**config.mk**
```make
export PLATFORM = sky130hd
export DESIGN_NAME = dmem_write_buffer
export DESIGN_NICKNAME = d
export VERILOG_FILES = /design/src/rtl/dmem_write_buffer.sv
export SDC_FILE = /design/constraint.sdc
export NUM_CORES = 1
export LEC_CHECK = 0
export BUFFER_PORTS_ARGS = -buffer_cell sky130_fd_sc_hd__buf_4
export CORE_MARGIN = 2
export CORE_UTILIZATION = 40
export DETAILED_ROUTE_END_ITERATION = 10
export SETUP_SLACK_MARGIN = 0.2
export SLEW_MARGIN = 15
export SYNTH_ARGS = -nofsm -noshare
export SYNTH_HDL_FRONTEND = slang
export SYNTH_SLANG_ARGS = --single-unit
```
**constraint.sdc**
```tcl
create_clock -name CLOCK_50 -period 5.85 [get_ports CLOCK_50]
set_input_delay 0.2925 -clock CLOCK_50 [delete_from_list [all_inputs] [get_ports CLOCK_50]]
set_output_delay 0.2925 -clock CLOCK_50 [all_outputs]
set_load 0.03 [all_outputs]
```
**src/rtl/dmem_write_buffer.sv**
```systemverilog
// Store buffer between the core's data-memory write port and memory: a FIFO of
// pending stores drained over a req/ack handshake. Define WB_COALESCE_EN to merge
// a store into the newest entry when both target the same address.
module dmem_write_buffer #(
  parameter int N     = 64,
  parameter int DEPTH = 4
) (
  input  logic                     CLOCK_50,
  input  logic                     reset,
  input  logic                     DM_writeEnable,
  input  logic [N-1:0]             DM_addr,
  input  logic [N-1:0]             DM_writeData,
  input  logic                     dump,
  output logic                     wb_full,
  output logic [$clog2(DEPTH):0]   wb_count,
  output logic                     mem_req,
  output logic [N-1:0]             mem_addr,
  output logic [N-1:0]             mem_wdata,
  input  logic                     mem_ack,
  output logic                     flush_done,
  output logic                     overflow
);

  localparam int PW = $clog2(DEPTH);
  localparam int CW = PW + 1;

  typedef enum logic {IDLE, REQ} state_t;

  state_t         state, state_next;
  logic [N-1:0]   addr_mem [DEPTH];
  logic [N-1:0]   data_mem [DEPTH];
  logic [PW-1:0]  head, tail;
  logic [CW-1:0]  count, count_next;
  logic           flush_pending;
  logic           push, pop, drop, coalesce;

`ifdef WB_COALESCE_EN
  logic [PW-1:0]  newest;

  // The head entry is never merged into while it is on the bus, so mem_wdata
  // holds still until the ack.
  assign newest   = tail - PW'(1);
  assign coalesce = DM_writeEnable && (count != '0) && (addr_mem[newest] == DM_addr)
                    && !((state == REQ) && (newest == head));
`else
  assign coalesce = 1'b0;
`endif

  assign pop        = (state == REQ) && mem_ack;
  assign push       = DM_writeEnable && !wb_full && !coalesce;
  assign drop       = DM_writeEnable &&  wb_full && !coalesce;
  assign count_next = count + CW'(push) - CW'(pop);

  // NOTE: sequential state uses non-blocking assignments so every register
  // samples the pre-edge values of its neighbours.
  always_ff @(posedge CLOCK_50) begin
    if (reset) begin
      head          <= '0;
      tail          <= '0;
      count         <= '0;
      state         <= IDLE;
      flush_pending <= 1'b0;
      overflow      <= 1'b0;
    end else begin
      state         <= state_next;
      count         <= count_next;
      flush_pending <= dump;
      if (push) tail <= tail + PW'(1);
      if (pop)  head <= head + PW'(1);
      if (drop) overflow <= 1'b1;
    end
  end

  // NOTE: storage has no reset; entries are only read once count marks them valid.
  always_ff @(posedge CLOCK_50) begin
    if (push) begin
      addr_mem[tail] <= DM_addr;
      data_mem[tail] <= DM_writeData;
    end
`ifdef WB_COALESCE_EN
    else if (coalesce) begin
      data_mem[newest] <= DM_writeData;
    end
`endif
  end

  // NOTE: next-state gets a default before the case so no latch is inferred.
  always_comb begin
    state_next = state;
    case (state)
      IDLE:    if (count != '0) state_next = REQ;
      REQ:     if (pop && (count_next == '0)) state_next = IDLE;
      default: state_next = IDLE;
    endcase
  end

  assign wb_count   = count;
  assign wb_full    = (count == CW'(DEPTH));
  assign mem_req    = (state == REQ);
  assign mem_addr   = mem_req ? addr_mem[head] : '0;
  assign mem_wdata  = mem_req ? data_mem[head] : '0;
  assign flush_done = flush_pending && (count == '0) && (state == IDLE);

endmodule

```
### Yosys cells after proc, flatten, opt, wreduce, memory -nomap -nowiden

Memory sizes are Yosys's and may differ from the RTL's. A register that Yosys moved wholly into a read port is not among the register bits.
Cells that the tools add are included.

* memories kept: 2
* logic and storage cells: 35
* memory bits (writable): 512
* input bits: 133
* output and inout port bits: 135
* register bits: 10

Memory list
* addr_mem: words 4, width 64, rd ports 1, clocked after Yosys merged registers in 1, wr ports 1, line 30 `logic [N-1:0] addr_mem [DEPTH];`
* data_mem: words 4, width 64, rd ports 1, clocked after Yosys merged registers in 1, wr ports 1, line 31 `logic [N-1:0] data_mem [DEPTH];`

* eq/ne operators: 1
* mux-type cells: 11
* reductions and logical operators: 10
* add/sub/neg operators: 4
* bitwise operators: 1

Operators with widths (count)
* two-way mux 64 bit: 2
* two-way mux 2 bit: 4
* logical AND 1 bit: 6
* logical NOT 3 bit: 2
* adder 2 x 1 -> 2 bit, second input constant: 2
* two-way mux 1 bit: 4
* adder 3 x 1 -> 3 bit: 1
* equality test 3 bit, second input constant: 1
* nonzero test 3 bit: 1
* subtractor 3 x 1 -> 3 bit: 1
* case mux 1 bit (2 select lines): 1
* logical NOT 1 bit: 1
* NOT 1 bit: 1

### Longest topological paths before layout

Gate-level depths: netlist of the first run.

* depth in word-level cells: 9
* depth in mapped cells: 13
* mapped depth without buffers: 12

### Worst setup path before layout of the first run

OpenSTA, ideal clock, no wires.

* path kind: reg-to-reg
* start point: register count[1] (netlist: wb_count[1])
* end point: memory addr_mem[0][0], enable pin
* cell stages (with the launch flop): 4
* data required time: 5.347 ns
* path buffers: 1
* setup time: 0.503 ns
* arrival: 3.973 ns
* period minus slack after synthesis: 4.476 ns
* path slack: 1.374 ns
* cells stage by stage: dfxtp_1 or3b_1 clkbuf_1 and3_1

* word-level cells in the longest chain between the ends: 5

RTL lines
* start: declaration: line 33 `logic [CW-1:0] count, count_next;`
* start signal: assignment: line 66 `count <= count_next;`
* equality test 3 bit: line 98 `assign wb_full = (count == CW'(DEPTH));`
* logical NOT 1 bit: line 50 `assign push = DM_writeEnable && !wb_full && !coalesce;`
* logical AND 1 bit: line 50
* two-way mux 1 bit: line 76 `if (push) begin`
* two-way mux 1 bit (not written as such): line 77 `addr_mem[tail] <= DM_addr;`
* end: declaration: line 30

No other way between the ends.

==> run summary, run 1 <==
TritonCTS clock tree: built
initial antenna violation count: 3
Distinct cells, synth: 25
Die Area: 0.0517 mm2
mux contribution to synthesized area: 14.4%
global-route wire length before repair: 62100 um
post-detail-place hpwl: 22100 um
postcts setup bufs: 0
Synth Area in XOR/XNOR: 0.175%
clk_skew: 11.1 ps
wire per inst: 20.5 um
Max Cap Viol: 0
Fmax: 321 MHz
FP Rows: 81
Synth Area in Compound Gates: 0.163%
die height: 227 um
largest fanout on the critical path: 78
RSZ-0062 raised after global routing: no
initial core utilization: 40.6%
global router's overall resource usage: 16.0%
GP Congestion: 0.696
Primary FF master, synth: edfxtp_1
WP data required: 5560 ps
Netlist Area Pre-Place: 0.0200 mm2
Clock transition at path regs: 60 ps
largest net degree at the start of global routing: 129
simple-gate area share of the yosys netlist: 4.57%
most frequent cell after synthesis: edfxtp_1
top post-synthesis cells by count: edfxtp_1 (512), and2_1 (129), mux4_2 (128), clkbuf_1 (17), buf_2 (13)
fin. max-slew vios: 0
adder-cell share of the synthesized area: 0.476%
Synth area leaders: edfxtp_1 (77%), mux4_2 (14%), and2_1 (4.0%)
Layout Nets: 1433
Hold Crit Class: input port to register
Worst Setup Start Kind: register
vias in the first global route: 10707
1st-iter DRT viols: 534
sequential cell area fraction in the yosys report: 78.2%
Die W: 227 um
final hold vios: 0
Final period util: 53.3%
Core Region: 0.0492 mm2
area leader, netlist: edfxtp_1
mean area per synthesized cell: 23.0 um2
final WL: 41100 um
clock buffer depth: 3
sum of negative setup slack: 0 ps
Clock Latency Late Sink: 590 ps
CP endpoint kind: primary output
root buffer cell: clkbuf_16
post_cts resized: 0
CTS buffer count: 56
Cells after DPL: 1767
DRT Pass-1 Iters: 4
Synth top area share: 77.0%
share of cells above drive strength 1: 36.9%
hold slack: 123 ps
IO Pins: 268
total gr overflow: 0
antenna viol nets, final: 0
outcome: finished, final reports clean
Non-Filler Cell Area, Final: 0.0257 mm2
worst path arrival time: 2820 ps
Area after DPL: 0.0226 mm2
H-tree Lvls: 2
Final Non-Filler Cells: 2002
yosys warns: 0
residual DRC count: 0
hold buffers post-CTS: 132
clock sink count: 524
worst vdd ir: 343 uV
Final setup viols: 0
measured slew at the worst slew-check pin: 931 ps
cells after synthesis: 870
Async SR Flop Fraction: 0%
Area growth syn-to-layout: 28.5%
synthesized flop and latch total: 524
Post-synth EDFFs: 512
Rel. slew slack: 38.0%
# port buffers: 267
static leakage: 8.79 nW
syn nets: 1010
largest family of logic cells by synthesized area: multiplexers
via count: 9795
minimum clock period after layout: 3120 ps
Worst Setup Path Type: register to primary output
Vias per Instance: 4.89
Power per Cell Area: 408 mW/mm2
## critical path, stage by stage (launching register included)
cell	delay, ps
dfxtp_4	610
buf_12	580
mux4_2	600
and2_1	190
buf_4	170
## cells by family after synthesis
| group | after synthesis |
|---|---|
| and+or+nand+nor | 149 |
| muxes | 128 |
| adders and majority gates | 7 |
| AOI/OAI and AO/OA | 6 |
| buffers and inverters | 52 |
| xor gates and xnor gates | 4 |
| DFF | 524 |
## routing by layer
metal  wire length, um  up-vias  track usage, %
li1                  -     4399               -
met1             17700     5060            21.4
met2             20000      273            26.2
met3              2480       61            3.61
met4               821        2            4.83
met5                13        -               0
## report_power, final
part	internal (mW)	leakage [nW]	switching, mW	total (mW)
clock	1.94	0.853	1.39	3.33
combinational	1.07	3.15	1.42	2.49
sequential	4.50	4.79	0.155	4.66
total	7.51	8.79	2.96	10.5
## sequential cells by signal, indices dropped and copies added, names as in the netlist, named ones only
register and flops:
tail 2, data_mem 256, head 2, addr_mem 256, overflow 1, mem_req 1, flush_pending 1, wb_count 3
## final timing paths
kind	startpoint	to	slack, ps	depth (start not counted)
hold reg to reg	overflow$_SDFFE_PP0P_	overflow$_SDFFE_PP0P_	480	2
setup / recovery	register	mem_wdata[12]	2730	4
hold / removal	mem_ack	register	120	4
setup reg to reg	wb_count[1]$_SDFF_PP0_	mem_req$_SDFF_PP0_	3260	12
## final cells by class
| cell class | instances | area, um2 |
|---|---|---|
| clock buffer | 72 | 1540 |
| tap | 664 | 831 |
| fill | 3913 | 23500 |
| antenna | 2 | 5.00 |
| clock inverter | 29 | 196 |
| sequential | 524 | 15600 |
| inverter | 8 | 30.0 |
| multi-input combinational | 294 | 3980 |
| timing repair buffer | 409 | 3460 |
## cell usage in the layout (no fill, tap or decap), types with 2 or more instances in the layout
master / instances
diode_2: 2
clkinv_1: 11
nor2_1: 7
clkinv_2: 11
and2_1: 129
nor2b_1: 2
mux4_2: 128
dfxtp_4: 3
inv_1: 7
dlygate4sd3_1: 132
buf_4: 272
nand3_1: 3
clkbuf_1: 10
xor2_1: 3
clkbuf_8: 4
buf_12: 5
and3_4: 4
o21ai_0: 2
a21oi_1: 3
dfxtp_1: 9
ha_1: 6
edfxtp_1: 512
clkinvlp_4: 3
bufinv_16: 2
clkbuf_16: 58
## metrics by stage
step                      power [mW]  util (%)  setup slack (ps)
after global placement          7.18      46.0              3250
after floorplan                 6.37         -              1370
after detailed placement        7.20      46.0              3210
after CTS                       10.6      52.2              2640
after global routing            10.9      52.2              2530
final                           10.5      52.2              2730
Power figures use the tool's default switching activity.
==> run 2: changes to the inputs <==
- clock period: 5.85 -> 3.06 ns (I/O delays scaled with it)
==> run 2 against run 1 <==
Effect of this change:
- global-route usage up 0.29 points
- combinational power is 100% higher
- die area unchanged
- critical path type unchanged
- clock skew is 16 ps higher
- first-iteration DRC count increased by 10%
- largest power group unchanged
- count of clock-buffer cells in the layout fell by 1
==> run summary, run 2 (same netlist as run 1, synthesis figures left out) <==
Core Region: 0.0492 mm2 (unchanged)
Final setup viols: 0 (unchanged)
global router's overall resource usage: 16.3% (was 16.0%)
hold worst-path end: data_mem[3][56]$_DFFE_PP_
reg-to-reg endpoint: mem_req$_SDFF_PP0_ (unchanged)
Setup WS post-layout: 432 ps (was 2730 ps)
GP Congestion: 0.724 (was 0.696)
Worst Setup Start Kind: register (unchanged)
outcome: finished, final reports clean (unchanged)
Worst Setup Path Type: register to primary output (unchanged)
antenna viol nets, final: 0 (unchanged)
# port buffers: 267 (unchanged)
clock buffer depth: 3 (unchanged)
Max Cap Viol: 0 (unchanged)
final WL: 41400 um (was 41100 um)
dpl ws: 485 ps (was 3210 ps)
CP endpoint kind: primary output (unchanged)
WP data required: 2910 ps (was 5560 ps)
TritonCTS clock tree: built (unchanged)
Rel. slew slack: 52.9% (was 38.0%)
leading cell type in the layout, fill and taps excluded: edfxtp_1 (unchanged)
hold path cells: 2 (was 4)
1st-iter DRT viols: 590 (was 534)
CTS buffer count: 55 (was 56)
fin. max-slew vios: 0 (unchanged)
FF-to-FF setup slack: 500 ps (was 3260 ps)
most frequent cells in the layout: edfxtp_1 (512), buf_4 (286), dlygate4sd3_1 (134), and2_1 (129), mux4_2 (128) (was edfxtp_1 (512), buf_4 (272), dlygate4sd3_1 (132), and2_1 (129), mux4_2 (128))
Clock Latency Late Sink: 600 ps (was 590 ps)
largest fanout on the critical path: 32 (was 78)
Hold Crit Class: input port to register (unchanged)
Vias per Instance: 4.90 (was 4.89)
measured slew at the worst slew-check pin: 707 ps (was 931 ps)
via count: 9939 (was 9795)
initial antenna violation count: 5 (was 3)
residual DRC count: 0 (unchanged)
total gr overflow: 0 (unchanged)
Area growth syn-to-layout: 30.1% (was 28.5%)
worst vdd ir: 606 uV (was 343 uV)
Non-Filler Cell Area, Final: 0.0260 mm2 (was 0.0257 mm2)
Layout Nets: 1456 (was 1433)
initial core utilization: 40.6% (unchanged)
R2R Path Start: wb_count[1]$_SDFF_PP0_ (unchanged)
hold_sp: DM_writeData[56] (was mem_ack)
Power Total: 20.3 mW (was 10.5 mW)
Final period util: 85.9%
static leakage: 8.95 nW (was 8.79 nW)
RSZ-0062 raised after global routing: no (unchanged)
Die Area: 0.0517 mm2 (unchanged)
Die W: 227 um (unchanged)
Int Power: 14.6 mW (was 7.51 mW)
global-route wire length before repair: 63400 um (was 62100 um)
final core area utilization: 52.9% (was 52.2%)
root buffer cell: clkbuf_16 (unchanged)
minimum clock period after layout: 2630 ps
Area after DPL: 0.0229 mm2 (was 0.0226 mm2)
Power per Cell Area: 780 mW/mm2 (was 408 mW/mm2)
share of cells above drive strength 1: 37.6% (was 36.9%)
switch share: 28.1% (was 28.3%)
IO Pins: 268 (unchanged)
sum of negative setup slack: 0 ps (unchanged)
wire per inst: 20.4 um (was 20.5 um)
worst path arrival time: 2480 ps (was 2820 ps)
clock sink count: 524 (unchanged)
H-tree Lvls: 2 (unchanged)
vias in the first global route: 10971 (was 10707)
FP Rows: 81 (unchanged)
part of the power in registers: 43.4% (was 44.5%)
Fill cells: 3942 (was 3913)
Fmax: 380 MHz
cell count of the worst reg-to-reg path: 12 (unchanged)
Clock power frac: 31.9% (was 31.8%)
clk_skew: 26.7 ps (was 11.1 ps)
Clock transition at path regs: 60 ps (about the same)
final hold vios: 0 (unchanged)
post-detail-place hpwl: 24200 um (was 22100 um)
switching pwr: 5.70 mW (was 2.96 mW)
DRT Pass-1 Iters: 4 (unchanged)
Comb power frac: 24.7% (was 23.8%)
die height: 227 um (unchanged)
largest net degree at the start of global routing: 68 (was 129)
[run 2: cell count changes in the layout (fill, tap and decap cells not counted)]
cell / change
clkbuf_8: -2
buf_4: +14
bufinv_16: +3
clkbuf_16: -2
clkbuf_1: +3
clkinv_1: +1
clkinv_2: -2
buf_12: +8
diode_2: +2
dlygate4sd3_1: +2
clkinv_8: +1
clkinvlp_4: -1
[run 2: per-stage QoR]
stage               std cells  hold WS (ps)
detailed placement       1789           357
global placement         1789           354
CTS                      2025           255
floorplan                 870           225
global route             2029           277
finish                   2029           295
[run 2: power groups by stage]
stage	clock, mW	sequential, mW	combinational (mW)
after floorplan	0	8.93	3.21
after global placement	0	8.92	4.94
after detailed placement	0	8.95	4.96
after CTS	6.67	8.81	5.12
after global routing	6.94	8.85	5.38
final	6.46	8.79	5.01
[run 2: worst max path at each step]
stage / to / slack, ps / cells after the start
global placement: mem_req$_SDFF_PP0_ / 570 / 12
floorplan: addr_mem[0][0]$_DFFE_PP_ / 40 / 3
detailed placement: mem_req$_SDFF_PP0_ / 490 / 12
CTS: mem_wdata[5] / 320 / 4
finish: mem_wdata[0] / 430 / 4
global route: mem_wdata[4] / 270 / 4
[run 2: final cells by class]
type / instances / area [um2] / share of cell area (%)
Antenna cell: 4 / 10.0 / 0.0385
Clock buffer: 71 / 1480 / 5.69
Clock inverter: 31 / 289 / 1.11
Inverter: 8 / 30.0 / 0.116
Multi-Input combinational cell: 294 / 3980 / 15.3
Sequential cell: 524 / 15600 / 60.1
Tap cell: 664 / 831 / 3.20
Timing Repair Buffer: 433 / 3750 / 14.4
[run 2: critical path, stage by stage (launching register included)]
cell and delay, ps:
dfxtp_4 610, buf_12 340, mux4_2 530, and2_1 200, buf_4 170
[run 2: routing by layer]
metal / global-route usage (%) / vias up / part of all wire [%]
li1: - / 4452 / -
met1: 21.2 / 5167 / 43
met2: 27.1 / 259 / 49
met3: 4.17 / 59 / 6.2
met4: 4.81 / 2 / 1.8
met5: 0 / - / 0.031
[run 2: what timing repair did]
| action | CTS | global route |
|---|---|---|
| buffers inserted | 0 | 0 |
| gates resized for setup | 0 | 0 |
| hold buffers | 134 | 0 |
| endpoints found under the hold margin | 524 | 0 |
| endpoints found under the setup margin | 0 | 0 |
==> run 3: changes to the inputs <==
- CORE_UTILIZATION: 40 -> 36
- CTS_CLUSTER_DIAMETER: default -> 60
==> run 3 against run 2 <==
Effect of this change:
- final area is 0.34% higher
- register-to-register slack worse by 80 ps
- via count is 0.61% lower
- global-route usage is 1.5 points lower
- die area is 11% higher
- hold slack hardly changed
- non-clock buffer count is 9 lower
- critical path type unchanged
- highest routed layer unchanged
==> run summary, run 3 (same netlist as run 1, synthesis figures left out) <==
max incr delay on CP: 610 ps (about the same)
largest net degree at the start of global routing: 78 (was 68)
FF-to-FF setup slack: 420 ps (was 500 ps)
postcts setup bufs: 0 (unchanged)
Rel. slew slack: 47.3% (was 52.9%)
# port buffers: 267 (unchanged)
via count: 9878 (was 9939)
outcome: finished, final reports clean (unchanged)
die height: 240 um (was 227 um)
Clock Latency Late Sink: 600 ps (about the same)
Top Layer Used: met5 (unchanged)
CP Buf/Inv Count: 2 (unchanged)
most frequent cells in the layout: edfxtp_1 (512), buf_4 (274), dlygate4sd3_1 (133), and2_1 (129), mux4_2 (128) (was edfxtp_1 (512), buf_4 (286), dlygate4sd3_1 (134), and2_1 (129), mux4_2 (128))
leading cell type in the layout, fill and taps excluded: edfxtp_1 (unchanged)
worst vdd ir: 578 uV (was 606 uV)
sum of negative setup slack: 0 ps (unchanged)
global-route wire length before repair: 63500 um (was 63400 um)
CP endpoint kind: primary output (unchanged)
met1 wire length: 17800 um (was 17600 um)
total gr overflow: 0 (unchanged)
clk_skew: 25.4 ps (was 26.7 ps)
final hold vios: 0 (unchanged)
GP Congestion: 0.689 (was 0.724)
final core area utilization: 47.4% (was 52.9%)
share of cells above drive strength 1: 37.8% (was 37.6%)
1st-iter DRT viols: 418 (was 590)
static leakage: 8.93 nW (was 8.95 nW)
Power Total: 20.4 mW (was 20.3 mW)
TritonCTS clock tree: built (unchanged)
routed wire length on met3: 2510 um (was 2580 um)
Area growth syn-to-layout: 30.5% (was 30.1%)
clock buffer depth: 3 (unchanged)
cell family with most CP delay: flip-flops (unchanged)
Crit-path slowest cell: dfxtp_4 (unchanged)
Final period util: 87.4% (was 85.9%)
Die W: 240 um (was 227 um)
CTS buffer count: 56 (was 55)
global router's overall resource usage: 14.7% (was 16.3%)
WP data required: 2910 ps (about the same)
post-detail-place hpwl: 23900 um (was 24200 um)
Hold Crit Class: input port to register (unchanged)
Worst Setup Start Kind: register (unchanged)
final WL: 42300 um (was 41400 um)
clock sink count: 524 (unchanged)
residual DRC count: 0 (unchanged)
root buffer cell: clkbuf_16 (unchanged)
Final setup viols: 0 (unchanged)
Layout Nets: 1448 (was 1456)
fin. max-slew vios: 0 (unchanged)
measured slew at the worst slew-check pin: 783 ps (was 707 ps)
cell chain of the critical path: buf_12 -> mux4_2 -> and2_1 -> buf_4 (unchanged)
Detail Route met2 WL: 21200 um (was 20400 um)
minimum clock period after layout: 2670 ps (was 2630 ps)
worst path arrival time: 2520 ps (was 2480 ps)
vias in the first global route: 10888 (was 10971)
IO Pins: 268 (unchanged)
wire per inst: 20.1 um (was 20.4 um)
Fmax: 374 MHz (was 380 MHz)
RSZ-0062 raised after global routing: no (unchanged)
initial antenna violation count: 5 (unchanged)
Max Cap Viol: 0 (unchanged)
hold slack: 295 ps (about the same)
antenna viol nets, final: 0 (unchanged)
Fill cells: 4633 (was 3942)
DRT Pass-1 Iters: 4 (unchanged)
largest fanout on the critical path: 34 (was 32)
Power per Cell Area: 781 mW/mm2 (was 780 mW/mm2)
Die Area: 0.0574 mm2 (was 0.0517 mm2)
Clock transition at path regs: 60 ps (about the same)
FP Rows: 86 (was 81)
Worst Setup Path Type: register to primary output (unchanged)
Core Region: 0.0550 mm2 (was 0.0492 mm2)
H-tree Lvls: 2 (unchanged)
Vias per Instance: 4.70 (was 4.90)
initial core utilization: 36.3% (was 40.6%)
==> run 3: cell count changes in the layout (fill, tap and decap cells not counted), moves of 2 or more <==
cell / before / now
diode_2: 4 / 2
inv_6: 1 / 4
buf_4: 286 / 274
buf_6: 0 / 3
clkbuf_8: 2 / 0
clkinv_2: 9 / 12
clkbuf_1: 13 / 9
clkinv_1: 12 / 10
==> run 3: layout make-up <==
cell class / instances / area [um2] / share of cell area [%]
timing repair buffer: 424 / 3700 / 14.2
antenna: 2 / 5.00 / 0.0192
clock buffer: 66 / 1460 / 5.60
clock inverter: 37 / 342 / 1.31
multi-input combinational: 294 / 3980 / 15.3
inverter: 8 / 30.0 / 0.115
sequential: 524 / 15600 / 59.9
tap: 748 / 936 / 3.59
==> run 3: metal layers <==
layer / vias to the layer above / GRT usage [%]
met5: - / 0
met4: 6 / 3.73
met3: 58 / 4.16
met2: 227 / 25.1
met1: 5149 / 18.6
li1: 4438 / -
==> run 3: power breakdown <==
part / leakage [nW] / switching [mW] / total [mW] / internal (mW)
logic: 3.26 / 2.81 / 4.94 / 2.13
registers: 4.79 / 0.242 / 8.84 / 8.59
clock network: 0.882 / 2.74 / 6.59 / 3.84
==> run 3: metrics by stage <==
stage | worst slack [ps] | area [um2] | std cells
floorplan | 43.2 | 20000 | 870
CTS | 238 | 26100 | 2101
finish | 386 | 26100 | 2103
global placement | 550 | 22900 | 1865
detailed placement | 462 | 22900 | 1865
global route | 209 | 26100 | 2103
==> run 3: path summary, 6_finish.rpt <==
path,endpoint,depth (start not counted),start
worst min-delay path,data_mem[2][59]$_DFFE_PP_,2,DM_writeData[59]
worst max-delay path,mem_addr[13],4,register
worst max register to register,mem_req$_SDFF_PP0_,12,wb_count[2]$_SDFF_PP0_
worst min register to register,overflow$_SDFFE_PP0P_,2,overflow$_SDFFE_PP0P_
==> run 3: what timing repair did <==
action,4_1_cts,5_1_grt
pin swaps,0,0
setup endpoints to repair,60,17
resized for setup,1,2
hold endpoints to repair,524,0
hold buffers,133,0
